`config.mk`:
```
export PLATFORM = sky130hd
export DESIGN_NAME = mbist_march_ctrl
export DESIGN_NICKNAME = d
export VERILOG_FILES = /design/src/rtl/mbist_march_ctrl.sv
export SDC_FILE = /design/constraint.sdc
export NUM_CORES = 1
export LEC_CHECK = 0
export CAP_MARGIN = 20
export CORE_UTILIZATION = 45
export CTS_BUF_LIST = sky130_fd_sc_hd__clkbuf_16
export DETAILED_ROUTE_END_ITERATION = 8
export PLACE_DENSITY = 0.72
export SLEW_MARGIN = 20
export SYNTH_ARGS = -nofsm -noshare
export SYNTH_HDL_FRONTEND = slang
export SYNTH_SLANG_ARGS = --single-unit
```
`constraint.sdc`:
```
create_clock -name clk -period 7.5 [get_ports clk]
set_input_delay 1.125 -clock clk [delete_from_list [all_inputs] [get_ports clk]]
set_output_delay 1.125 -clock clk [all_outputs]
set_load 0.005 [all_outputs]
```
`src/rtl/mbist_march_ctrl.sv`:
```
// March C- MBIST controller: drives a single-port test memory with a 2-cycle
// read path and registered write data, checks every read and logs the first failure.
module mbist_march_ctrl #(
  parameter int unsigned DATA_WIDTH = 8,
  parameter int unsigned ADDR_WIDTH = 4,
  parameter int unsigned CAPACITY   = 16,
  parameter int unsigned CNT_WIDTH  = 16
) (
  input  logic                  clk,
  input  logic                  rst,
  input  logic                  start,
  output logic                  mem_write_read,
  output logic [ADDR_WIDTH-1:0] mem_address,
  output logic [DATA_WIDTH-1:0] mem_wdata,
  input  logic [DATA_WIDTH-1:0] mem_rdata,
  output logic                  busy,
  output logic                  done,
  output logic                  fail,
  output logic [ADDR_WIDTH-1:0] fail_addr,
  output logic [2:0]            fail_elem,
  output logic [DATA_WIDTH-1:0] fail_data,
  output logic [CNT_WIDTH-1:0]  err_count
);

  localparam logic [ADDR_WIDTH-1:0] ADDR_LAST = ADDR_WIDTH'(CAPACITY - 1);
  localparam logic [2:0]            ELEM_W0   = 3'd0;
  localparam logic [2:0]            ELEM_R0   = 3'd5;

  typedef enum logic [2:0] {
    ST_IDLE,
    ST_SETUP,
    ST_RUN,
    ST_DRAIN,
    ST_DONE
  } state_e;

  typedef struct packed {
    logic                  vld;
    logic [DATA_WIDTH-1:0] exp;
    logic [ADDR_WIDTH-1:0] addr;
    logic [2:0]            elem;
  } chk_t;

  function automatic logic elem_down(input logic [2:0] e);
    return (e == 3'd3) || (e == 3'd4);
  endfunction

  function automatic logic [DATA_WIDTH-1:0] elem_wval(input logic [2:0] e);
    return ((e == 3'd1) || (e == 3'd3)) ? '1 : '0;
  endfunction

  function automatic logic [DATA_WIDTH-1:0] elem_rexp(input logic [2:0] e);
    return ((e == 3'd2) || (e == 3'd4)) ? '1 : '0;
  endfunction

  function automatic logic [ADDR_WIDTH-1:0] elem_first(input logic [2:0] e);
    return elem_down(e) ? ADDR_LAST : '0;
  endfunction

  state_e                state_q, state_d;
  logic [2:0]            elem_q, elem_d;
  logic                  drain_q, drain_d;
  logic                  wr_q, wr_d;
  logic [ADDR_WIDTH-1:0] addr_q, addr_d;
  logic [DATA_WIDTH-1:0] wdata_q, wdata_d;
  logic                  busy_q, busy_d;
  logic                  done_q, done_d;
  logic                  start_acc_c;
  logic [ADDR_WIDTH-1:0] addr_end_c;

  chk_t                  s1_q, s1_d, s2_q, s2_d;
  logic                  fail_q, fail_d;
  logic [ADDR_WIDTH-1:0] fail_addr_q, fail_addr_d;
  logic [2:0]            fail_elem_q, fail_elem_d;
  logic [DATA_WIDTH-1:0] fail_data_q, fail_data_d;
  logic [CNT_WIDTH-1:0]  err_q, err_d;
  logic                  mismatch_c;

  // Sequencer: registered memory command describes the cycle named by state_q.
  always_comb begin
    state_d     = state_q;
    elem_d      = elem_q;
    drain_d     = drain_q;
    wr_d        = wr_q;
    addr_d      = addr_q;
    wdata_d     = wdata_q;
    start_acc_c = 1'b0;
    addr_end_c  = elem_down(elem_q) ? '0 : ADDR_LAST;
    case (state_q)
      ST_IDLE, ST_DONE: begin
        if (start) begin
          start_acc_c = 1'b1;
          state_d     = ST_SETUP;
          elem_d      = ELEM_W0;
          addr_d      = elem_first(ELEM_W0);
          wr_d        = 1'b0;
          wdata_d     = elem_wval(ELEM_W0);
        end
      end
      ST_SETUP: begin
        state_d = ST_RUN;
        wr_d    = (elem_q == ELEM_W0);
      end
      ST_RUN: begin
        // Last operation at this address: single-op elements, or the write of r,w.
        if ((elem_q == ELEM_W0) || (elem_q == ELEM_R0) || wr_q) begin
          if (addr_q == addr_end_c) begin
            wr_d = 1'b0;
            if (elem_q == ELEM_R0) begin
              state_d = ST_DRAIN;
              drain_d = 1'b0;
            end else begin
              state_d = ST_SETUP;
              elem_d  = elem_q + 3'd1;
              addr_d  = elem_first(elem_q + 3'd1);
              wdata_d = elem_wval(elem_q + 3'd1);
            end
          end else begin
            addr_d = elem_down(elem_q) ? addr_q - ADDR_WIDTH'(1) : addr_q + ADDR_WIDTH'(1);
            wr_d   = (elem_q == ELEM_W0);
          end
        end else begin
          wr_d = 1'b1;
        end
      end
      ST_DRAIN: begin
        wr_d = 1'b0;
        if (drain_q) state_d = ST_DONE;
        else         drain_d = 1'b1;
      end
      default: state_d = ST_IDLE;
    endcase
    busy_d = (state_d == ST_SETUP) || (state_d == ST_RUN) || (state_d == ST_DRAIN);
    done_d = (state_d == ST_DONE);
  end

  // Read-check pipeline aligned to the 2-cycle read latency, plus failure log.
  always_comb begin
    s1_d.vld    = (state_q == ST_RUN) && !wr_q;
    s1_d.exp    = elem_rexp(elem_q);
    s1_d.addr   = addr_q;
    s1_d.elem   = elem_q;
    s2_d        = s1_q;
    fail_d      = fail_q;
    fail_addr_d = fail_addr_q;
    fail_elem_d = fail_elem_q;
    fail_data_d = fail_data_q;
    err_d       = err_q;
    mismatch_c  = s2_q.vld && (mem_rdata != s2_q.exp);
    if (start_acc_c) begin
      fail_d      = 1'b0;
      fail_addr_d = '0;
      fail_elem_d = '0;
      fail_data_d = '0;
      err_d       = '0;
    end else if (mismatch_c) begin
      if (err_q != '1) err_d = err_q + CNT_WIDTH'(1);
      if (!fail_q) begin
        fail_d      = 1'b1;
        fail_addr_d = s2_q.addr;
        fail_elem_d = s2_q.elem;
        fail_data_d = mem_rdata;
      end
    end
  end

  always_ff @(posedge clk) begin
    if (rst) begin
      state_q     <= ST_IDLE;
      elem_q      <= '0;
      drain_q     <= 1'b0;
      wr_q        <= 1'b0;
      addr_q      <= '0;
      wdata_q     <= '0;
      busy_q      <= 1'b0;
      done_q      <= 1'b0;
      s1_q        <= '0;
      s2_q        <= '0;
      fail_q      <= 1'b0;
      fail_addr_q <= '0;
      fail_elem_q <= '0;
      fail_data_q <= '0;
      err_q       <= '0;
    end else begin
      state_q     <= state_d;
      elem_q      <= elem_d;
      drain_q     <= drain_d;
      wr_q        <= wr_d;
      addr_q      <= addr_d;
      wdata_q     <= wdata_d;
      busy_q      <= busy_d;
      done_q      <= done_d;
      s1_q        <= s1_d;
      s2_q        <= s2_d;
      fail_q      <= fail_d;
      fail_addr_q <= fail_addr_d;
      fail_elem_q <= fail_elem_d;
      fail_data_q <= fail_data_d;
      err_q       <= err_d;
    end
  end

  assign mem_write_read = wr_q;
  assign mem_address    = addr_q;
  assign mem_wdata      = wdata_q;
  assign busy           = busy_q;
  assign done           = done_q;
  assign fail           = fail_q;
  assign fail_addr      = fail_addr_q;
  assign fail_elem      = fail_elem_q;
  assign fail_data      = fail_data_q;
  assign err_count      = err_q;

endmodule

```
**Yosys cells after proc, flatten, opt, wreduce, memory -nomap -nowiden**

Cells that the tools add are included.

- Muxes and demuxes: 36
- Bitwise gates (word level): 1
- Eq/ne operators: 24
- Add/subtract/negate cells: 4
- Reductions and logical operators: 24

Operators with widths:

| operator | number |
|---|---|
| $mux 8 | 6 |
| $mux 4 | 7 |
| $mux 3 | 8 |
| $eq 3x2->1 const B | 7 |
| $add 16x1->16 const B | 1 |
| $ne 16x16->1 const B | 1 |
| $pmux 8 s2 | 1 |
| $eq 3x3->1 const B | 5 |
| $pmux 3 s4 | 1 |
| $ne 2x2->1 const B | 5 |
| $eq 3x1->1 const B | 3 |
| $logic_or 1x1->1 | 8 |
| $mux 1 | 8 |
| $ne 8x8->1 | 1 |
| $pmux 4 s2 | 1 |
| $reduce_and 4->1 | 2 |
| $logic_not 3->1 | 2 |
| $pmux 3 s2 | 1 |
| $reduce_and 2->1 | 3 |
| $reduce_and 5->1 | 1 |
| $add 4x1->4 const B | 1 |
| $eq 4x4->1 | 1 |
| $pmux 1 s4 | 1 |
| $reduce_bool 2->1 | 2 |
| 10 further kinds | 12 |

- Flip-flop bits (word level): 86
- Output and inout bits: 47
- Logic and storage cells: 110
- Input port bits: 11

**Logic depth before layout (Yosys ltp)**

- Word-level depth: 10
- Mapped depth: 11
- Gate-level depth less buffers: 10

**Least setup slack after synthesis**

No wires, ideal clock.

- Path kind: reg-to-reg
- Start: register elem_q[0]
- End: register addr_q[3] (netlist: mem_address[3])
- Library setup time: 122 ps
- Stages on the path, launching flop included: 12
- Path buffers: 1
- Slack: 4614 ps
- Arrival: 2764 ps
- Period minus slack after synthesis: 2886 ps
- Cells stage by stage: dfxtp_1 > inv_1 > ha_1 > mux2i_1 > inv_1 > ha_1 > or4bb_1 > mux2i_1 > buf_2 > o2bb2ai_1 > nand2b_1 > o21ai_0

- Cells in the longest elaborated chain, start to end: 8

RTL lines:

| what | RTL line | source |
|---|---|---|
| from (decl) | 61 | `logic [2:0] elem_q, elem_d;` |
| from (signal assigned) | 186 | `elem_q <= elem_d;` |
| $add 3x1->3 | 115 | `addr_d = elem_first(elem_q + 3'd1);` |
| $eq 3x2->1 / $eq 3x3->1 (equally long branches) | 45 | `return (e == 3'd3) \|\| (e == 3'd4);` |
| $logic_or 1x1->1 | 45 |  |
| $mux 4 | 57 | `return elem_down(e) ? ADDR_LAST : '0;` |
| $mux 4 | 109 | `if (elem_q == ELEM_R0) begin` |
| $mux 4 | 107 | `if (addr_q == addr_end_c) begin` |
| $mux 4 | 106 | `if ((elem_q == ELEM_W0) \|\| (elem_q == ELEM_R0) \|\| wr_q) begin` |
| $pmux 4 s2 | 89 | `case (state_q)` |
| to (signal assigned) | 189 | `addr_q <= addr_d;` |
| to (decl) | 64 | `logic [ADDR_WIDTH-1:0] addr_q, addr_d;` |

Several ways; a longest one is shown, not always the timed one. The select of a mux whose other input is x is not followed.
A chain may end at the register's enable or synchronous reset.

**Worst setup path in the final report**

- Start: register elem_q[0]
- End: register wdata_q[6] (netlist: mem_wdata[6])

- Cells in the longest elaborated chain, start to end: 8

RTL lines:

| what | RTL line | source |
|---|---|---|
| $add 3x1->3 | 116 | `wdata_d = elem_wval(elem_q + 3'd1);` |
| $eq 3x1->1 / $eq 3x2->1 (equally long branches) | 49 | `return ((e == 3'd1) \|\| (e == 3'd3)) ? '1 : '0;` |
| $logic_or 1x1->1 | 49 |  |
| $mux 8 | 49 |  |
| $mux 8 | 109 |  |
| $mux 8 | 107 |  |
| $mux 8 | 106 |  |
| $pmux 8 s2 | 89 |  |
| to (signal assigned) | 190 | `wdata_q <= wdata_d;` |
| to (decl) | 65 | `logic [DATA_WIDTH-1:0] wdata_q, wdata_d;` |

Several ways; a longest one is shown, not always the timed one. The select of a mux whose other input is x is not followed.

==> impl_results.md <==
* Final min period at 3.714 ns
* Top cells by area, synth: dfxtp_1 (45%), mux2i_1 (7.6%), nor2_1 (4.8%), nor2b_1 (3.4%), ha_1 (3.0%)
* Pwr dens at 222.1 mW/mm2
* Post-route setup TNS at 0 ns
* Final hold vios at 0
* Crit path max fanout at 11
* Die area at roughly 0.0068 mm2
* Post-placement cell count at 426
* DR iter-0 viols at 55
* Clk buf depth at 2
* Placed Area at between 0.003 and 0.004 mm2
* F_max at 0.2693 GHz
* Crit path launch type: flip-flop
* Layout Skew at 0.004452 ns
* Total number of vias at 2359
* Ys Warns at 0
* Seq/Total Area, Yosys at around 45%
* Main synth FF type: dfxtp_1
* PortBufs at 57
* GPL Wtd Cong at 0.8300
* Synthesis-to-finish area growth at 29.46%
* Global-route wire length before repair at 9.418 mm
* Grt ovf at 0
* Share of the synthesized area in the top cell type at between 40% and 50%
* Worst Tran Pin Value at 0.7404 ns
* Finished Cell Area at 0.003766 mm2
* Post-CTS Setup Inserts at 0
* Setup WS post-layout at 3.786 ns
* Max-slew violation count at 0
* Period utilization at 49.52%
* Hpwl dp at between 4 and 5 mm
* Final net count at 381
* Initial Util at 48.00%
* Num rows at 28
* Finished Layout Cells at 442
* Post-place setup slack at 3.830 ns
* Sink Count at 65
* CTS tree: built
* Avg WL per Cell at ~13 um
* Post-synthesis cell type count at 59
* Ant. Diodes at 0
* Peak VDD IR at 148.1 uV
* Vert. Die Dim at 82.40 um
* Utilization after layout at just over 60%
* Residual DRC count at 0
* Leak at 1.361 nW
* DR pass1 iterations at 4
* Root Buffer: clkbuf_16
* Final Setup Violations at 0
* Critical Setup Path Class: reg -> reg
* RSZ-0062 raised after global routing: false
* Core area at between 0.006 and 0.007 mm2
* Post-synth EDFFs at 0
* Vias in the first global route at 2079
* Clock transition at path regs at 0.05 ns
* Status: complete, no violations
* Setup crit end kind: flip-flop
* Synthesized flop and latch total at 65
* Max_cap viols at 0
* H-tree depth at 3
* Area leader, netlist: dfxtp_1
* Cts hold-fix bufs at 0
* Share of layout cells above drive strength 1 at a little under 9%
* CTS buffer count at 9
* Hold Crit Class: reg -> reg
* Mean Syn Cell Area at about 9 um2
* Gr usage total at 18.47%
* Final WL at between 5 and 6 mm
* Largest net degree at the start of global routing at 35
* Rel. slew slack at 49.23%
* Post-Syn Nets at 334
* Number of nets with antenna violations after routing at 0
* Mapped Cells at 315
* IO Pins at 58
* Data required time at the worst endpoint at 7.75 ns
* DIE WIDTH at 82.40 um
* Cell Area, Synth at 0.002909 mm2
* Async set or reset register ratio after synthesis at 0%
* Worst EP arrival at 3.96 ns
* Worst skew pair latency at 0.32 ns
* Vias per inst at approximately 5.3
* Initial antenna violation count at 0
* Post-CTS Resized at 0
## cells in the mapped netlist, types with 4 or more instances
library cell  count
buf_4            11
a21oi_1          15
nand2_1          21
ha_1              7
or4_1             6
nor2_1           37
nand4_1           6
o31ai_1           5
dfxtp_1          65
nand3_1           9
inv_1             5
or3_1             5
nor2b_1          16
clkbuf_1          7
nand2b_1          4
o21ai_0          15
mux2i_1          22
## kinds of logic after synthesis
group	after synthesis	share of synthesized area, %
AO/OA/AOI/OAI	59	13.25
adder cells (fa/ha/maj)	8	3.699
XOR/XNOR	4	1.205
AND/OR/NAND/NOR	128	23.74
flip-flops	65	44.73
multiplexers	22	7.570
buffers and inverters	29	5.806
## layout by cell type, fill, tap and decap left out, types with 2 or more instances in the layout
cell and count:
nand3_1 9, o31ai_1 5, or3_1 5, and3_1 2, clkdlybuf4s50_1 57, bufinv_16 2, xnor2_1 3, a21oi_1 15
or4_1 6, and2_1 2, clkbuf_16 9, buf_4 3, nand4_1 6, mux2i_1 22, dfxtp_1 65, nand2_1 21
o211ai_1 3, nor4_1 2, inv_1 5, a311oi_1 2, nand3b_1 2, o21ai_0 15, and3_2 2, a31oi_1 2
ha_1 7, nor2_1 37, nand2b_1 4, nor2b_1 16, clkinv_4 2, clkinv_2 2, nor3_1 3, a21boi_0 2
## state kept, by name, indices dropped and copies added (netlist names)
register and cells:
elem_q 3, mem_wdata 1, err_count 16, fail_elem 3
drain_q 1, mem_write_read 1, s2_q 9, fail 1
s1_q 9, state_q 3, fail_data 8, busy 1
done 1, fail_addr 4, mem_address 4
## path summary, 6_finish.rpt
check,from,to,slack [ns],cells past startpoint
worst max-delay path,elem_q[0],mem_wdata[6],3.79,10
worst min-delay path,s1_q[1],s2_q[1],0.43,1
worst max register to register,elem_q[0],mem_wdata[6],3.79,10
worst min register to register,s1_q[1],s2_q[1],0.43,1
## critical path, stage by stage (launching register included)
cell	delay [ns]
dfxtp_1	0.38
inv_1	0.10
ha_1	0.26
mux2i_1	0.40
inv_1	0.17
ha_1	0.42
or4bb_1	0.49
mux2i_1	0.58
a31oi_1	0.30
or3_1	0.41
a21oi_1	0.15
## stage by stage
| stage | hold slack, ns | total power, mW |
|---|---|---|
| final | 0.4341 | 0.8364 |
| after CTS | 0.4349 | 0.8466 |
| after floorplan | 0.4138 | 0.3861 |
| after global routing | 0.4528 | 0.8665 |
| after detailed placement | 0.4220 | 0.4035 |
| after global placement | 0.4197 | 0.4035 |
## power by group
group / total [mW] / leakage, nW / switching (mW) / internal [mW]
Clock: 0.440 / 0.155 / 0.150 / 0.290
Sequential: 0.353 / 0.524 / 0.00381 / 0.349
Combinational: 0.0431 / 0.681 / 0.0234 / 0.0197
Total: 0.836 / 1.36 / 0.177 / 0.659
## cell type report
cell class	instances	area, um2
Clock buffer	9	225.2
Clock inverter	7	95.09
Fill cell	510	2295
Inverter	5	18.77
Multi-Input combinational cell	221	1439
Sequential cell	65	1301
Tap cell	75	93.84
Timing Repair Buffer	60	593.1
## routing by layer
metal | share of wire (%) | up-vias | wire, um | GRT usage, %
met5 | 0 | - | 0 | 0
met4 | 1.2 | 0 | 69 | 8.947
met3 | 5.4 | 5 | 317 | 4.945
met2 | 45 | 59 | 2634 | 29.75
met1 | 48 | 1080 | 2827 | 22.74
li1 | - | 1215 | - | -
Power figures use the tool's default switching activity.
==> variant 1 (same flow settings) <==
Change the parameter `DATA_WIDTH` from 8 to 12.
--- a/src/rtl/mbist_march_ctrl.sv
+++ b/src/rtl/mbist_march_ctrl.sv
@@ -1,7 +1,7 @@
 // March C- MBIST controller: drives a single-port test memory with a 2-cycle
 // read path and registered write data, checks every read and logs the first failure.
 module mbist_march_ctrl #(
-  parameter int unsigned DATA_WIDTH = 8,
+  parameter int unsigned DATA_WIDTH = 12,
   parameter int unsigned ADDR_WIDTH = 4,
   parameter int unsigned CAPACITY   = 16,
   parameter int unsigned CNT_WIDTH  = 16
Interface: changed (resized fail_data, mem_rdata and mem_wdata); port bits go from 58 to 70. The function was not compared with the original's and may differ.
==> variant 1 against the original RTL <==
First-iteration DRC count rose by 140%; utilization down 0.25 points; critical endpoint is now err_count[13]; design area up 14%; synthesized area up 14%; die area increased by 14%; wire length is 27% higher; power is 7.9% higher; sequential cell count rose by 4; largest power group unchanged; worst setup slack better by 610 ps.
==> variant 1: results (changes against the original RTL) <==
| Metric | Value |
|---|---|
| M1 WL | 3.371 mm (+19%) |
| Yosys Warn Count | 0 (unchanged) |
| Total global-route track usage | 19.90% (+1.4 points) |
| Sw Ratio | 20.60% (-0.58 points) |
| Share of cells above drive strength 1 | 7.692% (-1.0 points) |
| Slew HR | 43.06% (-6.2 points) |
| CTS clk-pin slew, worst paths | 50 ps (about the same) |
| Filler cell count | 594 (+16%) |
| Routed vias | 2972 (+26%) |
| Post-Synthesis Cells | 390 (+24%) |
| Sequential power | 0.375 mW (+6.2%) |
| Dominant combinational cell family by area after synthesis | simple AND/OR/NAND/NOR gates |
| PortBufs | 69 (+21%) |
| Worst-path fanout max | 46 (+35) |
| Worst Skew | 4.686 ps (+0.2336 ps) |
| Mux cell area share after synthesis | 2.334% (-5.2 points) |
| Largest net degree at the start of global routing | 47 (+34%) |
| Number of flip-flops in the largest register | 16 (unchanged) |
| # diodes | 0 (unchanged) |
| Synth Area in Compound Gates | 19.84% (+6.6 points) |
| DRT iter0 DRCs | 134 (+140%) |
| Gpl congestion | 0.8479 (+2.2%) |
| Sequential share of power | 41.5% (-0.7 points) |
| Sequential-to-total area share from yosys stat | 41.57% (-3.2 points) |
| Predominant post-synthesis flop cell | dfxtp_1 |
| Commonest cells in the netlist | dfxtp_1, a21oi_1, nand3_1 |
| Syn-to-layout area delta | 29.33% |
| Synth Area in Adders | 3.238% (-0.46 points) |
| Dpl hpwl | 5.030 mm (+24%) |
| Status | finished clean |
| Share of async-settable or async-resettable flops after synthesis | 0% (unchanged) |
| Placed cells | 522 (+23%) |
| Drt pass-1 iters | 5 (+1) |
| P_leak | 1.444 nW (+6.1%) |
| Post-CTS setup buffers | 0 (unchanged) |
| First-pass GRT wire length | 12.04 mm (+28%) |
| DP Area | 0.003950 mm2 (+15%) |
| Worst vdd ir | 118.5 uV (-20%) |
| Met2 WL post-DR | 3.491 mm (+33%) |
| CP arrival | 3350 ps (-610 ps) |
| Wire length on met3 | 479 um (+51%) |
| Cell Count, Final, Fillers Out | 538 (+22%) |
| Clock Power | 0.485 mW (+10%) |
| Vias in the first global route | 2672 (+29%) |
| Synth Area in XOR/XNOR | 0.5271% (-0.68 points) |
| CTS Root Cell | clkbuf_16 |
| GR Util met2 | 33.76% (+4.0 points) |
| Min-delay worst type | flop to flop |
| Max-cap violations | 0 (unchanged) |
| Met1 Use GR | 24.78% (+2.0 points) |
| NumNets Final | 460 (+21%) |
| Met3 usage | 3.393% (-1.6 points) |
| Dpl ws | 4090 ps (+260.0 ps) |
| Top post-synthesis cells by area | dfxtp_1, a21oi_1, buf_4 |
| Mapped Nets | 413 (+24%) |
| Routed wire length per instance | 13.80 um (+4.3%) |
==> variant 1: cell count changes in the layout (fill, tap and decap cells not counted), moves of 8 or more <==
cell             change
o21ai_0             +11
nor2_1              -14
mux2i_1             -19
clkdlybuf4s50_1     +12
nand2b_1             +8
a21oi_1             +24
nand3_1             +19
==> variant 1: final cells by class <==
class	instances	share of cell area, %
clock inverters	7	2.853
flip-flops and latches	69	32.14
multi-input cells	277	39.59
clock buffers	9	5.240
well taps	96	2.795
inverters	7	0.6114
repair buffers	73	16.77
==> variant 1: critical path: stages <==
cell and delay, ps:
clkdlybuf4s50_1 450, or4_1 520, nor4_1 320, o22a_1 180, buf_4 370, or4_1 210
mux2i_1 180
==> variant 1: worst paths after layout <==
path | from | to | slack, ps | cells after the start
setup / recovery | mem_rdata[1] | err_count[13] | 4400 | 7
hold / removal | s1_q[5] | s2_q[5] | 430 | 1
setup reg to reg | elem_q[1] | elem_q[2] | 4520 | 10
hold reg to reg | s1_q[5] | s2_q[5] | 430 | 1
==> variant 2 (config.mk and constraints unchanged) <==
Without the edit above. Encoding of `state_e`: now one-hot (5 bits for 5 states).
--- a/src/rtl/mbist_march_ctrl.sv
+++ b/src/rtl/mbist_march_ctrl.sv
@@ -26,12 +26,12 @@
   localparam logic [2:0]            ELEM_W0   = 3'd0;
   localparam logic [2:0]            ELEM_R0   = 3'd5;
 
-  typedef enum logic [2:0] {
-    ST_IDLE,
-    ST_SETUP,
-    ST_RUN,
-    ST_DRAIN,
-    ST_DONE
+  typedef enum logic [4:0] {
+    ST_IDLE  = 5'b00001,
+    ST_SETUP = 5'b00010,
+    ST_RUN   = 5'b00100,
+    ST_DRAIN = 5'b01000,
+    ST_DONE  = 5'b10000
   } state_e;
 
   typedef struct packed {
Function: no difference found for any inputs over 10 cycles, from zero or initial values and one cycle with rst high; not proved beyond that.
==> variant 2 against the original RTL <==
Power grew 2.5%; hold slack barely moved; critical endpoint is now err_count[14]; design area grew 7.8%; highest routed layer unchanged; synthesized area is 10% higher; die area increased by 10%; final cell count grew 17%; sequential cell count grew 2; wire length rose by 19%; worst setup slack improved by 450 ps.
==> variant 2: results (changes against the original RTL) <==
| Metric | Value |
|---|---|
| Status | finished clean |
| NumNets Final | 437 (+15%) |
| Worst Skew | 5.961 ps (+1.509 ps) |
| Reg2reg setup slack | 4520 ps (+730 ps) |
| Worst vdd ir | 136.8 uV (-7.6%) |
| Filler cell count | 621 (+22%) |
| Worst path max stage delay | 550 ps (-30 ps) |
| Vias in the first global route | 2598 (+25%) |
| Synth Area in Compound Gates | 19.82% (+6.6 points) |
| P_leak | 1.406 nW (+3.3%) |
| Mapped Nets | 398 (+19%) |
| Distinct cells, synth | 53 (-10%) |
| WL final | 6.941 mm (+19%) |
| Sequential-to-total area share from yosys stat | 41.74% (-3.0 points) |
| Commonest cells in the netlist | dfxtp_1, nand2_1, a21oi_1 |
| Dpl hpwl | 4.673 mm (+15%) |
| Crit path max-delay cell type | or4_1 |
| CP arrival | 3450 ps (-510 ps) |
| Routed vias | 2838 (+20%) |
| Hold_ws | 434.2 ps (+0.1550 ps) |
| Top post-synthesis cells by area | dfxtp_1, a21oi_1, nand2_1 |
| Synth Area in XOR/XNOR | 1.363% (+0.16 points) |
| Mux cell area share after synthesis | 1.597% (-6.0 points) |
| Total global-route track usage | 19.86% (+1.4 points) |
| Least-Margin Pin Slew | 682.2 ps (-58.13 ps) |
| Worst-path fanout max | 34 (+23) |
-- variant 2: critical path, delay by kind of cell --
family,cells,cell delay [ps]
buffers and inverters,2,810
and+or+nand+nor,3,1090
AOI/OAI and AO/OA,2,430
-- variant 2: final cells by class --
| cell class | count | area share (%) |
|---|---|---|
| clock inverters | 7 | 2.465 |
| repair buffers | 61 | 15.29 |
| clock buffers | 9 | 5.547 |
| inverters | 11 | 1.017 |
| multi-input cells | 267 | 39.69 |
| well taps | 96 | 2.958 |
| flip-flops and latches | 67 | 33.04 |
-- variant 2: where the power goes --
group          internal [mW]  switching, mW
logic                 0.0197         0.0253
clock network          0.293          0.156
registers              0.358        0.00468
total                  0.671          0.186
-- variant 2: stage by stage --
stage	instances	area (um2)	setup WS [ps]	power (mW)
after detailed placement	501	3707	3881	0.4121
final	518	4060	4238	0.8572
after CTS	517	4033	4210	0.8630
after global routing	518	4060	4082	0.8844
after floorplan	378	3213	4712	0.3969
after global placement	501	3707	3963	0.4116
-- variant 2: worst paths after layout --
check / from / end / cells past startpoint
min reg2reg: s1_q[1] / s2_q[1] / 1
max: mem_rdata[7] / err_count[14] / 7
min: s1_q[1] / s2_q[1] / 1
max reg2reg: elem_q[0] / mem_address[3] / 9
-- variant 2: logic make-up after synthesis --
logic type / after synthesis
AOI/OAI and AO/OA: 101
xor gates and xnor gates: 5
adders and majority gates: 9
buffers and inverters: 44
DFF: 67
muxes: 5
and+or+nand+nor: 147
-- variant 2: metal layers --
layer	part of all wire [%]	global-route usage (%)	up-vias
met5	0	0	-
met3	5.5	5.429	5
li1	-	-	1442
met4	1.0	8.030	0
met1	46	24.11	1308
met2	48	33.33	83
